===== config.mk =====
export PLATFORM = sky130hd
export DESIGN_NAME = if_stage_fq
export DESIGN_NICKNAME = d
export VERILOG_FILES = /design/src/rtl/if_stage_fq.sv
export SDC_FILE = /design/constraint.sdc
export NUM_CORES = 1
export LEC_CHECK = 0
export CAP_MARGIN = 20
export CORE_MARGIN = 2
export CORE_UTILIZATION = 35
export CTS_BUF_LIST = sky130_fd_sc_hd__clkbuf_4
export CTS_CLUSTER_DIAMETER = 120
export DETAILED_ROUTE_END_ITERATION = 8
export GPL_ROUTABILITY_DRIVEN = 0
export SLEW_MARGIN = 20
export SYNTH_ARGS = -nofsm -noshare
export SYNTH_HDL_FRONTEND = slang
export SYNTH_SLANG_ARGS = --single-unit

===== constraint.sdc =====
create_clock -name clk -period 4.2 [get_ports clk]
set_input_delay 0.84 -clock clk [delete_from_list [all_inputs] [get_ports clk]]
set_output_delay 0.84 -clock clk [all_outputs]
set_load 0.02 [all_outputs]

===== src/rtl/if_stage_fq.sv =====
// if_stage_fq: LoongArch fetch stage with outstanding inst-SRAM request
// tracking and a fetch queue that decouples SRAM latency from ID stalls.
module if_stage_fq #(
    parameter logic [31:0] PC_RESET        = 32'h1c000000,
    parameter int          FQ_DEPTH        = 4,
    parameter int          MAX_OUTSTANDING = 2
) (
    input  logic                       clk,
    input  logic                       reset,
    input  logic                       ds_allowin,
    output logic                       fs_to_ds_valid,
    output logic [31:0]                fs_to_ds_pc,
    output logic [31:0]                fs_to_ds_inst,
    output logic                       fs_to_ds_ex,
    output logic [5:0]                 fs_to_ds_ecode,
    output logic                       fs_to_ds_esubcode,
    input  logic                       ex_flush,
    input  logic [31:0]                ex_target,
    input  logic                       br_taken,
    input  logic [31:0]                br_target,
    input  logic                       br_stall,
    output logic                       inst_sram_req,
    output logic                       inst_sram_wr,
    output logic [1:0]                 inst_sram_size,
    output logic [3:0]                 inst_sram_wstrb,
    output logic [31:0]                inst_sram_addr,
    output logic [31:0]                inst_sram_wdata,
    input  logic                       inst_sram_addr_ok,
    input  logic                       inst_sram_data_ok,
    input  logic [31:0]                inst_sram_rdata,
    output logic [$clog2(FQ_DEPTH):0]  fq_count
);

    localparam int QW = $clog2(FQ_DEPTH);
    localparam int CW = QW + 1;
    localparam int IW = $clog2(MAX_OUTSTANDING) + 1;
    localparam int PW = (MAX_OUTSTANDING > 1) ? $clog2(MAX_OUTSTANDING) : 1;

    localparam logic [5:0]  ECODE_ADE     = 6'h08;
    localparam logic        ESUBCODE_ADEF = 1'b0;
    localparam logic [31:0] ADEF_INST     = 32'h00100000;

    logic [31:0]         r_fetch_pc;
    logic [IW-1:0]       r_inflight;
    logic [IW-1:0]       r_discard;
    logic                r_halted;

    logic [31:0]         r_fq_pc   [FQ_DEPTH];
    logic [31:0]         r_fq_inst [FQ_DEPTH];
    logic [FQ_DEPTH-1:0] r_fq_ex;
    logic [QW-1:0]       r_wp;
    logic [QW-1:0]       r_rp;
    logic [CW-1:0]       r_count;

    logic [31:0]         r_pf_pc [MAX_OUTSTANDING];
    logic [PW-1:0]       r_pf_wp;
    logic [PW-1:0]       r_pf_rp;

    logic                w_redirect;
    logic [31:0]         w_target;
    logic                w_aligned;
    logic [IW-1:0]       w_live;
    logic                w_credit_ok;
    logic                w_inflight_ok;
    logic                w_req;
    logic                w_accept;
    logic                w_discard_nz;
    logic                w_push_data;
    logic                w_adef;
    logic                w_push;
    logic [31:0]         w_push_pc;
    logic [31:0]         w_push_inst;
    logic                w_valid;
    logic                w_pop;
    logic                w_head_ex;
    logic [IW-1:0]       w_inflight_nxt;
    logic [IW-1:0]       w_discard_nxt;

    function automatic logic [PW-1:0] pf_inc(input logic [PW-1:0] p);
        return (p == PW'(MAX_OUTSTANDING - 1)) ? '0 : p + PW'(1);
    endfunction

    assign w_redirect    = ex_flush | br_taken;
    assign w_target      = ex_flush ? ex_target : br_target;
    assign w_aligned     = (r_fetch_pc[1:0] == 2'b00);
    assign w_live        = r_inflight - r_discard;
    // Every live request owns a queue slot, so a return can always be stored.
    assign w_credit_ok   = (32'(r_count) + 32'(w_live)) < 32'(FQ_DEPTH);
    assign w_inflight_ok = 32'(r_inflight) < 32'(MAX_OUTSTANDING);

    assign w_req = ~reset & ~r_halted & ~br_stall & ~w_redirect
                 & w_aligned & w_inflight_ok & w_credit_ok;
    assign w_accept = w_req & inst_sram_addr_ok;

    assign w_discard_nz = (r_discard != '0);
    assign w_push_data  = inst_sram_data_ok & ~w_discard_nz & ~w_redirect;
    assign w_adef = ~reset & ~r_halted & ~w_redirect & ~w_aligned
                  & (w_live == '0) & (32'(r_count) < 32'(FQ_DEPTH));
    assign w_push      = w_push_data | w_adef;
    assign w_push_pc   = w_adef ? r_fetch_pc : r_pf_pc[r_pf_rp];
    assign w_push_inst = w_adef ? ADEF_INST : inst_sram_rdata;

    assign w_valid = (r_count != '0) & ~w_redirect;
    assign w_pop   = w_valid & ds_allowin;

    assign w_inflight_nxt = r_inflight + IW'(w_accept)
                          - IW'(inst_sram_data_ok);
    // On redirect everything still outstanding becomes stale.
    assign w_discard_nxt = w_redirect ? w_inflight_nxt
                         : r_discard - IW'(inst_sram_data_ok & w_discard_nz);

    // Fetch PC, outstanding/discard counters and ADEF halt
    always_ff @(posedge clk) begin
        if (reset) begin
            r_fetch_pc <= PC_RESET;
            r_inflight <= '0;
            r_discard  <= '0;
            r_halted   <= 1'b0;
        end else begin
            r_inflight <= w_inflight_nxt;
            r_discard  <= w_discard_nxt;
            if (w_redirect) begin
                r_fetch_pc <= w_target;
                r_halted   <= 1'b0;
            end else begin
                if (w_accept) r_fetch_pc <= r_fetch_pc + 32'd4;
                if (w_adef)   r_halted   <= 1'b1;
            end
        end
    end

    // Fetch queue pointers and occupancy
    always_ff @(posedge clk) begin
        if (reset || w_redirect) begin
            r_wp    <= '0;
            r_rp    <= '0;
            r_count <= '0;
        end else begin
            if (w_push) r_wp <= r_wp + QW'(1);
            if (w_pop)  r_rp <= r_rp + QW'(1);
            r_count <= r_count + CW'(w_push) - CW'(w_pop);
        end
    end

    // Fetch queue storage
    always_ff @(posedge clk) begin
        if (w_push) begin
            r_fq_pc[r_wp]   <= w_push_pc;
            r_fq_inst[r_wp] <= w_push_inst;
            r_fq_ex[r_wp]   <= w_adef;
        end
    end

    // PC FIFO pointers: one entry per live request, in issue order
    always_ff @(posedge clk) begin
        if (reset || w_redirect) begin
            r_pf_wp <= '0;
            r_pf_rp <= '0;
        end else begin
            if (w_accept)    r_pf_wp <= pf_inc(r_pf_wp);
            if (w_push_data) r_pf_rp <= pf_inc(r_pf_rp);
        end
    end

    // PC FIFO storage, written at accept time
    always_ff @(posedge clk) begin
        if (w_accept) r_pf_pc[r_pf_wp] <= r_fetch_pc;
    end

    // A response with nothing outstanding means SRAM and stage disagree
    always_ff @(posedge clk) begin
        if (!reset) assert (!(inst_sram_data_ok && r_inflight == '0));
    end

    assign w_head_ex = r_fq_ex[r_rp];

    assign fs_to_ds_valid    = w_valid;
    assign fs_to_ds_pc       = w_valid ? r_fq_pc[r_rp]   : 32'd0;
    assign fs_to_ds_inst     = w_valid ? r_fq_inst[r_rp] : 32'd0;
    assign fs_to_ds_ex       = w_valid & w_head_ex;
    assign fs_to_ds_ecode    = (w_valid & w_head_ex) ? ECODE_ADE : 6'd0;
    assign fs_to_ds_esubcode = (w_valid & w_head_ex) ? ESUBCODE_ADEF : 1'b0;

    assign inst_sram_req   = w_req;
    assign inst_sram_wr    = 1'b0;
    assign inst_sram_size  = 2'd2;
    assign inst_sram_wstrb = 4'd0;
    assign inst_sram_addr  = r_fetch_pc;
    assign inst_sram_wdata = 32'd0;

    assign fq_count = r_count;

endmodule

Word level (Yosys, flattened, before mapping):

Memory sizes are Yosys's and may differ from the RTL's. A register that Yosys moved wholly into a read port is not among the register bits.
Cells that the tools add are included.

* register bits after elaboration: 50
* bits of input ports: 104
* memories: 3
* bits in writable memories: 320

* magnitude comparators: 6
* add/sub/neg operators: 12
* bitwise gates (word level): 25
* reduce and logical (&&, ||, !) cells: 8
* mux-type cells: 26

Memory list
* r_fq_inst: depth 4, width 32, read ports 1, clocked after memory_dff 1, wr ports 1, RTL line 49 `logic [31:0] r_fq_inst [FQ_DEPTH];`
* r_fq_pc: depth 4, width 32, read ports 1, clocked after memory_dff 1, wr ports 1, RTL line 48 `logic [31:0] r_fq_pc [FQ_DEPTH];`
* r_pf_pc: depth 2, width 32, read ports 1, clocked after memory_dff 1, wr ports 1, RTL line 55 `logic [31:0] r_pf_pc [MAX_OUTSTANDING];`

Operator list (count)
* $mux W32: 7
* $add A32 B3 Y32 const B: 1
* $and A1 B1 Y1: 17
* $mux W1: 10
* $mux W2: 5
* $lt A2 B3 Y1 const B: 2
* $not A1 Y1: 6
* $add A2 B1 Y2 const B: 2
* $add A3 B2 Y4: 1
* $bwmux W4: 1
* $logic_not A2 Y1: 2
* $lt A4 B3 Y1 const B: 1
* $mux W4: 1
* $reduce_bool A2 Y1: 2
* $sub A2 B1 Y2: 2
* $add A3 B1 Y3: 1
* $lt A3 B3 Y1 const B: 1
* $reduce_bool A3 Y1: 1
* $sub A3 B1 Y3: 1
* $add A1 B1 Y1 const B: 2
* $add A2 B1 Y2: 1
* $bmux W1 S2: 1
* $demux W1 S2: 1
* $ge A2 B1 Y1 const B: 1
* 6 further kinds: 7

Longest topological paths before layout:

Gate-level depths: netlist (run 1).

* depth in word-level cells: 11
* gate-level depth with buffers: 17
* gate-level depth less buffers: 15

Worst setup path after synthesis (run 1):

OpenSTA, ideal clock, no wires.

* kind: input port to flip-flop
* start point: in br_taken
* end point: reg r_fq_ex[1] (enable)
* slack: 0.364 ns
* stages on the path: 5
* library setup time: 0.430 ns
* arrival: 3.406 ns
* cell sequence: buf_6 > nor4_4 > nand4_1 > o21ai_1 > and2_1

* longest elaborated chain between the ends: 7
* elaborated cells between the ends (all ways): 8
* those cells by class: 8 x bitwise

Ends and longest elaborated chain
* from (decl): RTL line 19 `input logic br_taken,`
* $or A1 B1 Y1 (*): RTL line 83 `assign w_redirect = ex_flush | br_taken;`
* $not A1 Y1 (*): RTL line 96, 97
* $and A1 B1 Y1 (2 in a row): RTL line 97 `assign w_adef = ~reset & ~r_halted & ~w_redirect & ~w_aligned`
* $and A1 B1 Y1 (2 in a row): RTL line 98 `& (w_live == '0) & (32'(r_count) < 32'(FQ_DEPTH));`
* $or A1 B1 Y1 (*): RTL line 99 `assign w_push = w_push_data | w_adef;`
* to (signal, indexed assignment): RTL line 150 `r_fq_ex[r_wp] <= w_adef;`
* to (decl): RTL line 50 `logic [FQ_DEPTH-1:0] r_fq_ex;`

Mark *: on every way between the ends. The rest lies on a longest branch, timed or not.
A chain may end at the register's enable or synchronous reset.

Worst setup path after layout (run 1):

* start point: reg r_inflight[0]
* end point: out inst_sram_req

* longest elaborated chain between the ends: 4
* elaborated cells between the ends (all ways): 6
* those cells by class: 2 x add/sub; 2 x order compare; 2 x bitwise

Ends and longest elaborated chain
* from (decl): RTL line 44 `logic [IW-1:0] r_inflight;`
* from (signal assigned): RTL line 120 `r_inflight <= w_inflight_nxt;`
* $sub A2 B2 Y2: RTL line 86 `assign w_live = r_inflight - r_discard;`
* $add A3 B2 Y4: RTL line 88 `assign w_credit_ok = (32'(r_count) + 32'(w_live)) < 32'(FQ_DEPTH);`
* $lt A4 B3 Y1: RTL line 88
* $and A1 B1 Y1 (*): RTL line 92 `& w_aligned & w_inflight_ok & w_credit_ok;`
* to (decl): RTL line 22 `output logic inst_sram_req,`

Marked as above.

==> flow_metrics.env, run 1 <==
export IMPL_post_route_util=0.4440
export IMPL_cts_max_level=3
export IMPL_powerDensity_nw_per_um2=391.4
export IMPL_routed_wirelength_um=38370
export IMPL_fin_area_um2=20060
export IMPL_r2r_end="r_discard[1]"
export IMPL_synthXorXnorAreaFrac=0.01513
export IMPL_clk_latency_ns=0.80
export IMPL_fin_crit_sh=0.9141
export IMPL_clk_pin_slew_ns=0.07
export IMPL_cp_endpoint="inst_sram_req"
export IMPL_synth_yosys_seq_area_share=0.6713
export IMPL_dp_slack_ns=0.3714
export IMPL_multi_input_area_um2=4743
export IMPL_startpoint="r_inflight[0]"
export IMPL_setup_viol=0
export IMPL_combPwrFrac=0.068
export IMPL_cp_data_arrival_time_ns=3.00
export IMPL_post_cts_buffers=0
export IMPL_leakagePower_nw=6.671
export IMPL_critPathKind="flip-flop to output port"
export IMPL_yosys_top_cells_area="edfxtp_1, mux4_2, dfxtp_1, and2_1, mux2i_1"
export IMPL_root_buffer="clkbuf_4"
export IMPL_reg2reg_slack_ns=1.31
export IMPL_cap_violations=0
export IMPL_status="completed"
export IMPL_synth_compound_area_frac=0.04917
export IMPL_switching_share=0.2317
export IMPL_cts_tree="built"
export IMPL_p_seq_frac=0.532
export IMPL_gr_usage_all_layers=0.1634
export IMPL_dp_hpwl_um=24740
export IMPL_fin_worst_skew_ns=0.04563
export IMPL_die_w_um=217.5
export IMPL_synth_top_family_by_area="multiplexers"
export IMPL_route_detailed_drc=0
export IMPL_fillCellCount=4125
export IMPL_viasPerCell=4.852
export IMPL_ys_warn_count=0
export IMPL_p_clk_frac=0.400
export IMPL_firstDrtPassIters=5
export IMPL_yosysUniqueCellTypes=62
export IMPL_p_int_mw=6.032
export IMPL_cts_hold_buf=0
export IMPL_r2r_worst_path_cells=15
export IMPL_synth_top_area_share=0.6098
export IMPL_drtIter0Drc=716
export IMPL_postSynthAreaPerCell_um2=15.52
export IMPL_core_area_um2=45190
export IMPL_grt_pass1_wl_um=57880
export IMPL_worst_pin_slew_ns=1.084
export IMPL_period_needed_ns=3.839
export IMPL_crit_path_end_kind="output port"
export IMPL_rows=78
export IMPL_start_kind="flip-flop"
export IMPL_mostFrequentLayoutCell="edfxtp_1"
export IMPL_synth_simple_gate_area_frac=0.09583
export IMPL_slew_violations=0
export IMPL_p_sw_mw=1.819
export IMPL_wl_per_cell_um=19.38
export IMPL_syn_to_final_growth_pct=25.73
export IMPL_max_slew_margin=0.2774
export IMPL_grt_max_degree=69
export IMPL_io_pins=252
export IMPL_antenna_left=0
export IMPL_synthFlopType="edfxtp_1"
export IMPL_via_count=9606
export IMPL_async_flop_share=0
export IMPL_cts_buffers=99
export IMPL_rsz0062_at_grt="false"
export IMPL_place_area_um2=18780
export IMPL_synthMuxAreaShare=0.1143
export IMPL_hold_viol=0
export IMPL_required_ns=3.36
export IMPL_critPathMaxFanout=4
export IMPL_yosysTopAreaCell="edfxtp_1"
export IMPL_layout_setup_ws_ns=0.3607
export IMPL_nets=1416
export IMPL_worstHoldPathType="flip-flop to flip-flop"
export IMPL_finalSetupTns_ns=0
export IMPL_cts_resized=0
export IMPL_regArea_um2=10720
export IMPL_max_vdd_ir_drop_v=0.0001351
export IMPL_antenna_found_initial=2
export IMPL_die_area_um2=47310
export IMPL_gr_total_overflow=0
export IMPL_p_total_mw=7.851
export IMPL_syn_inst=1028
export IMPL_ys_seq_elements=373
export IMPL_synth_area_um2=15960
export IMPL_mostFrequentLayoutCells="edfxtp_1, clkdlybuf4s50_1, clkbuf_4"
export IMPL_clock_sinks=373
export IMPL_drive_gt1_frac=0.2157
export IMPL_start_util=0.3531
export IMPL_r2r_start="r_inflight[0]"
export IMPL_max_freq_mhz=260.5
export IMPL_synth_fa_ha_area_frac=0.01066
export IMPL_grt_pass1_vias=9821
export IMPL_cts_buffer_depth=3
export IMPL_io_buffers=206
export IMPL_synth_edf_count=324
export IMPL_die_y_um=217.5
-- power groups by stage --
| stage | combinational [mW] | clock, mW | sequential, mW |
|---|---|---|---|
| floorplan | 0.314 | 0 | 4.24 |
| global placement | 0.526 | 0 | 4.25 |
| detailed placement | 0.532 | 0 | 4.26 |
| CTS | 0.534 | 3.27 | 4.18 |
| global route | 0.576 | 3.47 | 4.18 |
| finish | 0.530 | 3.14 | 4.18 |
-- worst min-delay path by stage --
stage | start | end | slack, ns | cells past startpoint
floorplan | r_pf_rp | flip-flop | 0.47 | 2
finish | r_pf_rp | r_pf_rp | 0.52 | 2
global placement | r_pf_rp | r_pf_rp | 0.49 | 2
CTS | r_pf_rp | r_pf_rp | 0.52 | 2
detailed placement | r_pf_rp | flip-flop | 0.49 | 2
global route | r_pf_rp | r_pf_rp | 0.53 | 2
-- registers in the layout, summed over array words and instances, names as in the netlist, named ones only --
register        flops
r_fq_inst         128
r_fq_pc           128
r_pf_pc            64
inst_sram_addr     32
r_fq_ex             4
fq_count            3
r_discard           2
r_inflight          2
r_rp                2
r_wp                2
r_halted            1
r_pf_rp             1
r_pf_wp             1
-- Yosys cell counts (2+ instances only) --
cell type and number:
buf_4 46, nand3_1 18, buf_1 7, a211oi_1 11
edfxtp_1 324, buf_6 3, buf_2 10, clkbuf_1 42
xor2_1 7, nor4b_1 2, inv_1 17, and4_1 4
ha_1 12, nand4_1 16, and2_1 103, xnor2_1 18
or3_1 2, o31ai_1 3, nand2_1 17, nor4_4 4
nor2_1 60, nor2b_1 5, or2_2 3, mux2i_1 36
nor4_1 8, a22oi_1 16, o22ai_1 16, a21oi_1 44
nor3_1 12, o21ai_0 8, conb_1 2, mux4_2 65
o21ai_1 2, and3_1 3, a211oi_2 3, a31o_2 3
a2111oi_0 2, dfxtp_1 49, nor4_2 2
-- through the flow --
step	hold WS, ns	instances
floorplan	0.4725	1071
global placement	0.4893	1798
detailed placement	0.4913	1798
CTS	0.5204	1977
global route	0.5316	1980
finish	0.5198	1980
-- logic make-up (layout without fill, tap and decap cells) --
kind of cell             Yosys count  count (layout)
other                              2              48
adder cells (fa/ha/maj)           13              13
AND/OR/NAND/NOR                  265             265
flip-flops                       373             373
XOR/XNOR                          26              26
multiplexers                     101             101
buffers and inverters            127             433
AO/OA/AOI/OAI                    121             121
-- per-layer routing --
layer,share of wire,vias up,GRT usage
li1,-,4480,-
met1,0.44,4722,0.2103
met5,0,-,0
met4,0.019,0,0.05890
met2,0.47,352,0.2626
met3,0.067,52,0.04798
-- critical path, cell delays in order (launching register included) --
cell and delay [ns]:
dfxtp_1 0.33, inv_1 0.05, ha_1 0.19, xnor3_1 0.24, inv_1 0.06, ha_1 0.18, nor4_2 0.27, and4b_1 0.27
clkdlybuf4s50_1 0.62
-- area by class of cell --
| cell class | instances | share of cell area |
|---|---|---|
| clock buffers | 149 | 0.05576 |
| repair buffers | 236 | 0.1246 |
| multi-input cells | 571 | 0.2364 |
| flip-flops and latches | 373 | 0.5343 |
| diodes | 3 | 0.0003742 |
| clock inverters | 30 | 0.007547 |
| inverters | 18 | 0.003493 |
| well taps | 600 | 0.03742 |
Power figures use the tool's default switching activity.
==> inputs of run 2 (changes only) <==
--- a/config.mk
+++ b/config.mk
@@ -16,3 +16,4 @@
 export SYNTH_ARGS = -nofsm -noshare
 export SYNTH_HDL_FRONTEND = slang
 export SYNTH_SLANG_ARGS = --single-unit
+export TNS_END_PERCENT = 30
==> constraint.sdc (replaced) <==
create_clock -name clk -period 4.3 [get_ports clk]
set_input_delay 0.86 -clock clk [delete_from_list [all_inputs] [get_ports clk]]
set_output_delay 0.86 -clock clk [all_outputs]
set_load 0.02 [all_outputs]
==> run 2 against run 1 <==
Against the previous run: flip-flop and latch count is the same; critical path depth fell by 2; sequential share of layout area up 0.12 points; via count down 0.32%; core utilization is 0.097 points lower; critical path type is now input pin to output port; non-clock buffer count is 1 lower.
==> flow_metrics.env, run 2 (synthesis results as in run 1) <==
export IMPL_leakagePower_nw=6.639
export IMPL_max_slew_margin=0.2890
export IMPL_clk_pin_slew_ns=0.06
export IMPL_reg_top3="r_fq_inst (128), r_fq_pc (128), r_pf_pc (64)"
export IMPL_p_seq_frac=0.538
export IMPL_max_freq_mhz=256.6
export IMPL_rsz0062_at_grt="false"
export IMPL_cap_violations=0
export IMPL_max_vdd_ir_drop_v=0.0001549
export IMPL_wl_per_cell_um=19.42
export IMPL_mostFrequentLayoutCells="edfxtp_1, clkdlybuf4s50_1, clkbuf_4"
export IMPL_clk_latency_ns=0.78
export IMPL_core_area_um2=45190
export IMPL_gr_usage_all_layers=0.1643
export IMPL_fin_worst_skew_ns=0.06060
export IMPL_die_w_um=217.5
export IMPL_hold_viol=0
export IMPL_cts_max_level=3
export IMPL_dp_hpwl_um=25090
export IMPL_required_ns=3.44
export IMPL_cts_tree="built"
export IMPL_cts_resized=0
export IMPL_routed_wirelength_um=38220
export IMPL_worst_pin_slew_ns=1.067
export IMPL_mostFrequentLayoutCell="edfxtp_1"
export IMPL_rows=78
export IMPL_fin_crit_sh=0.9062
export IMPL_combPwrFrac=0.068
export IMPL_period_needed_ns=3.897
export IMPL_grt_pass1_wl_um=58150
export IMPL_clock_sinks=373
export IMPL_p_int_mw=5.864
export IMPL_fillCellCount=4096
export IMPL_switching_share=0.2272
export IMPL_cp_data_arrival_time_ns=3.04
export IMPL_cts_hold_buf=0
export IMPL_setup_viol=0
export IMPL_route_detailed_drc=0
export IMPL_p_sw_mw=1.724
export IMPL_cts_buffers=97
export IMPL_firstDrtPassIters=5
export IMPL_status="completed"
export IMPL_r2r_start="fq_count[2]"
export IMPL_viasPerCell=4.865
export IMPL_start_kind="input pin"
export IMPL_critPathKind="input pin to output port"
export IMPL_via_count=9575
export IMPL_die_area_um2=47310
export IMPL_worstHoldPathType="flip-flop to flip-flop"
export IMPL_die_y_um=217.5
export IMPL_grt_pass1_vias=9772
export IMPL_post_cts_buffers=0
export IMPL_io_pins=252
export IMPL_nets=1413
export IMPL_fin_area_um2=20020
export IMPL_syn_to_final_growth_pct=25.45
export IMPL_grt_max_degree=56
export IMPL_place_area_um2=18780
export IMPL_gr_total_overflow=0
export IMPL_drive_gt1_frac=0.2129
export IMPL_powerDensity_nw_per_um2=379.1
export IMPL_crit_path_end_kind="output port"
export IMPL_finalSetupTns_ns=0
export IMPL_whs_ns=0.5134
export IMPL_critPathMaxFanout=51
export IMPL_worstHoldStart="r_pf_rp"
export IMPL_drtIter0Drc=745
export IMPL_start_util=0.3531
export IMPL_root_buffer="clkbuf_4"
export IMPL_antenna_found_initial=1
export IMPL_io_buffers=206
export IMPL_antenna_left=0
export IMPL_p_clk_frac=0.394
export IMPL_cts_buffer_depth=3
export IMPL_slew_violations=0
export IMPL_startpoint="ex_flush"
run 2: worst max-delay path, cell delays in order:
cell	delay, ns
clkdlybuf4s50_1	0.57
or2_2	0.38
nor2_4	0.15
buf_12	0.22
and2_1	0.19
clkdlybuf4s50_1	0.60
run 2: final timing paths:
path | end | slack (ns) | cells after the start
setup / recovery | fs_to_ds_inst[29] | 0.40 | 6
hold / removal | r_pf_rp | 0.51 | 2
setup reg to reg | fq_count[2] | 1.34 | 12
hold reg to reg | r_pf_rp | 0.51 | 2
run 2: cell type report:
class,count,area [um2],area share
Inverter,18,70.07,0.003500
Antenna cell,1,2.502,0.0001250
Sequential cell,373,10720,0.5355
Timing Repair Buffer,235,2492,0.1245
Clock buffer,147,1104,0.05513
Multi-Input combinational cell,571,4743,0.2370
Clock inverter,23,135.1,0.006751
Tap cell,600,750.7,0.03750
run 2: through the flow:
stage	setup WS (ns)	util	cells	total power, mW
final	0.4032	0.4430	1968	7.588
after global routing	0.1464	0.4430	1968	7.958
after CTS	0.2930	0.4429	1967	7.711
after detailed placement	0.4012	0.4155	1797	4.678
after global placement	0.4376	0.4155	1797	4.671
after floorplan	0.4444	-	1071	4.452
run 2: per-layer routing:
metal  share of wire  vias to the layer above  GRT usage
li1                -                     4455          -
met1            0.44                     4716     0.2193
met2            0.47                      349     0.2602
met3           0.066                       55    0.04059
met4           0.020                        0    0.06073
met5               0                        -          0
run 2: power groups by stage:
| stage | logic (mW) | registers, mW | clock network [mW] |
|---|---|---|---|
| finish | 0.517 | 4.08 | 2.99 |
| global route | 0.564 | 4.09 | 3.30 |
| CTS | 0.523 | 4.08 | 3.11 |
| detailed placement | 0.519 | 4.16 | 0 |
| global placement | 0.516 | 4.16 | 0 |
| floorplan | 0.307 | 4.15 | 0 |
